--- src/rtl/sat_cnt.sv ---
// Saturating up-counter used for checker statistics.
// Holds at all-ones instead of wrapping.
module sat_cnt #(
  parameter int W = 32
) (
  input  logic         clk,
  input  logic         rst_n,
  input  logic         inc,
  output logic [W-1:0] cnt
);

  // count up on inc, stick at the maximum value
  always_ff @(posedge clk or negedge rst_n) begin
    if (!rst_n)
      cnt <= '0;
    else if (inc && (cnt != '1))
      cnt <= cnt + W'(1);
  end

endmodule

--- config.mk ---
export PLATFORM = sky130hd
export DESIGN_NAME = sat_cnt
export DESIGN_NICKNAME = d
export VERILOG_FILES = /design/src/rtl/sat_cnt.sv
export SDC_FILE = /design/constraint.sdc
export NUM_CORES = 1
export LEC_CHECK = 0
export CAP_MARGIN = 20
export CORE_MARGIN = 2
export CORE_UTILIZATION = 35
export DETAILED_ROUTE_END_ITERATION = 8
export GPL_ROUTABILITY_DRIVEN = 0
export GPL_TIMING_DRIVEN = 0
export PLACE_DENSITY = 0.55
export SLEW_MARGIN = 10
export SYNTH_ARGS = -nofsm -noshare
export SYNTH_HDL_FRONTEND = slang
export SYNTH_SLANG_ARGS = --single-unit
export TNS_END_PERCENT = 50
--- constraint.sdc ---
create_clock -name clk -period 2.2 [get_ports clk]
set_clock_uncertainty 0.15 [all_clocks]
set_input_delay 0.44 -clock clk [delete_from_list [all_inputs] [get_ports clk]]
set_output_delay 0.44 -clock clk [all_outputs]
set_load 0.01 [all_outputs]
=== Yosys cells after proc, flatten, opt, wreduce, memory -nomap -nowiden ===
Index checks and enable logic that the tools add are counted.

* Output and inout bits: 32
* Register bits after elaboration: 32
* Input bits: 3
* Logic and storage cells: 4

* Reductions and logical operators: 1
* Add/subtract/negate cells: 1
* Equality and inequality tests: 1

{| class="wikitable"
|+ Operators with widths
! operator !! count
|-
| adder 32 x 1 -> 32 bit, second input constant || 1
|-
| inequality test 32 bit, second input constant || 1
|-
| logical AND 1 bit || 1
|}

=== Depth between registers and ports, before layout ===
Gate-level depths: netlist of run 1.

* Word-level depth: 2
* Gate-level depth with buffers: 6

=== Worst setup path after synthesis of run 1 ===
No wires, ideal clock.

* Path kind: register to register
* Start point: register cnt[16]
* End point: register cnt[1]
* Arrival: 1797 ps
* Clock period less this slack: 2074 ps
* Library setup time: 128 ps
* Slack: 126 ps
* Data required time: 1922 ps
* Cell stages (with the launch flop): 6
* Cells stage by stage: dfrtp_1 nand4_2 nor4_4 nand2_2 o31ai_4 mux2_1

* Longest elaborated chain between the ends: 2

{| class="wikitable"
|+ RTL lines
! item !! line !! RTL
|-
| start: declaration || 9 || <nowiki>output logic [W-1:0] cnt</nowiki>
|-
| start signal: assignment || 17 || <nowiki>cnt <= cnt + W'(1);</nowiki>
|-
| inequality test 32 bit || 16 || <nowiki>else if (inc && (cnt != '1))</nowiki>
|-
| logical AND 1 bit || 16 ||
|}

No other way between the ends.
A chain may end at the register's enable or synchronous reset.

=== Final worst setup path of run 1 ===
* Start point: register cnt[20]
* End point: register cnt[1]

The elaborated chain is that of the path after synthesis.

==> results of run 1 <==
[metrics by stage]
stage	hold WS, ps	setup WS, ps	total power, mW	setup TNS (ps)
after global routing	121.8	-127.4	1.797	-564.0
after detailed placement	342.2	-351.9	1.099	-2705
final	58.99	61.66	1.704	0
after CTS	89.02	23.31	1.725	0
after global placement	337.5	-269.6	1.081	-4587
after floorplan	-5.591	125.9	0.9035	0
[routing by layer]
metal / up-vias / GRT usage [%] / wire length [µm]
li1: 638 / - / -
met3: 4 / 5.972 / 193
met2: 34 / 25.59 / 1902
met4: 0 / 4.612 / 33
met1: 660 / 22.70 / 1767
met5: - / 0 / 0
[report_power, final]
group          switching, mW  leakage, nW  internal (mW)  total [mW]
Sequential            0.0925        0.433          0.653       0.746
Clock                  0.217       0.0645          0.400       0.617
Combinational          0.159        0.388          0.183       0.342
Total                  0.469        0.885           1.24        1.70
[worst max path at each step]
stage / from / to / cells past startpoint
detailed placement: inc / cnt[29] / 7
global route: cnt[4] / cnt[24] / 5
CTS: cnt[22] / cnt[1] / 5
floorplan: cnt[16] / cnt[1] / 5
finish: cnt[20] / cnt[1] / 5
global placement: inc / cnt[29] / 7
[cells by family (layout without fill, tap and decap cells)]
logic type	count (synthesis)	after routing
mux	2	2
xor+xnor	29	29
compound gates	6	6
buf+inv	3	49
fa+ha+maj	1	1
flops	32	32
simple gates	78	78
[worst register-to-register path, cell delays in order, from the launching register on]
cell and delay [ps]:
dfrtp_1 430, nand4_1 210, nor4_4 430, nand2_2 140, o31ai_4 310, mux2_1 340
[synth_stat cells]
| master | instances |
|---|---|
| a21oi_1 | 2 |
| a31oi_1 | 1 |
| and3_1 | 2 |
| and4_1 | 4 |
| buf_6 | 1 |
| clkbuf_1 | 1 |
| dfrtp_1 | 32 |
| ha_1 | 1 |
| inv_1 | 1 |
| mux2_1 | 1 |
| mux2_2 | 1 |
| nand2_1 | 16 |
| nand2_2 | 1 |
| nand3_1 | 15 |
| nand3_2 | 1 |
| nand3b_1 | 1 |
| nand4_1 | 15 |
| nand4_2 | 1 |
| nor2_1 | 9 |
| nor2b_1 | 1 |
| nor3_1 | 3 |
| nor3_2 | 2 |
| nor4_1 | 3 |
| nor4_2 | 1 |
| nor4_4 | 1 |
| o211ai_1 | 2 |
| o31ai_4 | 1 |
| or4_4 | 2 |
| xnor2_1 | 24 |
| xor2_1 | 5 |
[repair_timing]
item | in CTS | in global routing
gates resized for setup | 3 | 2
endpoints found under the setup margin | 10 | 22
pin swaps | 1 | 2
hold endpoints to repair | 0 | 0
buffers inserted | 2 | 2
[area by class of cell]
class	count	area, µm²	share of cell area [%]
Inverter	1	3.754	0.1707
Clock inverter	1	30.03	1.366
Tap cell	52	65.06	2.960
Sequential cell	32	802.0	36.48
Clock buffer	7	96.34	4.382
Timing Repair Buffer	38	367.9	16.73
Buffer	2	16.27	0.7399
Multi-Input combinational cell	116	817.0	37.17
==> summary.txt, run 1 <==
Clocking
  – Clock sink count: 32
  – Clk slew on worst S/H paths: around 70 ps
  – CTS tree: built
  – Root buffer cell: clkbuf_8
  – Worst-case clock buffer depth: 2
  – Total CTS buffers: 5
  – Clk_lat worst skew: around 280 ps
  – Hold Buf Count CTS: 0
  – H-tree depth: 2

Synthesis
  – Post-Synth Adder-Cell Area: 0.7704%
  – Synth Register Bits: 32
  – Multiplexer share of the synthesized area: about 1.4%
  – Syn_nets: between 150 and 200
  – Largest family of logic cells by synthesized area: simple AND/OR/NAND/NOR gates
  – Cell taking the most area after synthesis: dfrtp_1
  – Post-synthesis cell type count: 30
  – Top cell type's share of synthesized area: around 49%
  – Post-synthesis compound-gate area fraction: roughly 3.2%
  – Xor-xnor portion of the synthesized cell area: 15.64%
  – Syn avg cell area: between 10 and 15 µm²
  – Post-synthesis simple-gate area fraction: about 29%
  – Synth warn: 0
  – Mapped Cells: ~150
  – Area contributors post-synth: dfrtp_1, xnor2_1, nand4_1
  – Synth Cell Area: ~1600 µm²
  – Register area share after synthesis: between 40% and 50%

Die
  – Die Y: slightly above 70 µm
  – Core area: between 4000 and 5000 µm²
  – Initial Utilization: 36.79%
  – Die area: around 5200 µm²
  – Die width: roughly 72 µm
  – Ports: 35
  – FP Rows: 24

GRT
  – Antenna violations before repair: 0
  – Pin count of the biggest net entering global routing: 33
  – Vias in the first global route: roughly 1300
  – First-pass GRT wire length: a little under 7000 µm
  – GRT Resource Usage Total: between 15 and 20%
  – Gr ovfl total: 0

Detailed routing
  – Antenna Nets Post-Route: 0
  – Detailed-route DRC error count: 0
  – First-pass DRT Iterations: 4
  – Via-to-Cell Ratio: approximately 5.4
  – DRT iter0 DRCs: 42
  – Vias: between 1000 and 1500
  – Drt total wl: around 4000 µm
  – Routed WL per cell: 15.65 µm

Setup path
  – Startpoint Class: flip-flop
  – Req. time, crit path: about 2200 ps
  – Reg-to-Reg End: cnt[1]
  – Worst-path fanout max: 5
  – Worst Reg2Reg Path Length in Cells: 5
  – CP max stage delay: between 400 and 500 ps
  – Delay-heaviest family, CP: simple AND/OR/NAND/NOR gates
  – Slowest cell on crit path: dfrtp_1
  – Reg2reg start: cnt[20]
  – CP Class: flip-flop to flip-flop
  – Crit end category: flip-flop
  – Crit path buf inv count: 0
  – Reg2reg setup slack: 60 ps
  – Critical Path AT: 2150 ps
  – Cells along the critical path: nand4_1 > nor4_4 > nand2_2 > o31ai_4 > mux2_1

Power and ir drop
  – Worst VDD drop: between 400 and 500 µV
  – LEAKAGE: ~0.88 nW
  – Pwr/cell area: between 700 and 800 nW/µm²

Final layout
  – Fillers: 404
  – Post-layout util: between 40% and 50%
  – Layout Nets: 200
  – Leading cell type in the layout, fill and taps excluded: clkdlybuf4s50_1
  – Share of layout cells above drive strength 1: 14.21%
  – ANT cells: 0
  – Layout area overhead: 35.36%
  – Top reg by flops: cnt
  – Max FFs per register: 32
  – Non-filler cells, final: ~250
  – Most frequent cells in the layout: clkdlybuf4s50_1, dfrtp_1, xnor2_1
  – Top flop regs: cnt (32)
  – Finished Cell Area: 2198 µm²

Place
  – Final HPWL DP: roughly 2800 µm
  – Placed Area: between 2000 and 2500 µm²
  – Input/output buffers: 34
  – Placed Instances: ~240

Hold path
  – Hold crit path type: input pin to asynchronous set/reset pin

Timing
  – RSZ-0062 raised after global routing: yes
  – Relative max-transition margin: between 50% and 60%
  – Share of the clock period used by the worst path: a little over nine tenths
  – Final hold vios: 0
  – Crit path time final: approximately 2100 ps
  – Max Clk Rate: 0.4677 GHz
  – Slew at the pin with the worst max-slew slack: ~720 ps
  – Max-slew violations: 0
  – Setup Viol. Count Final: 0

Outcome
  – Status: finished, final reports clean

Run
  – Max-cap violation count: 0
No activity file was read; power rests on OpenSTA's default activity.
==> inputs of run 2 (changes only) <==
Settings changed: TNS_END_PERCENT 50 to default.
==> results of run 2 <==
No change in the layout: final DEF, timing and power equal those of run 1.
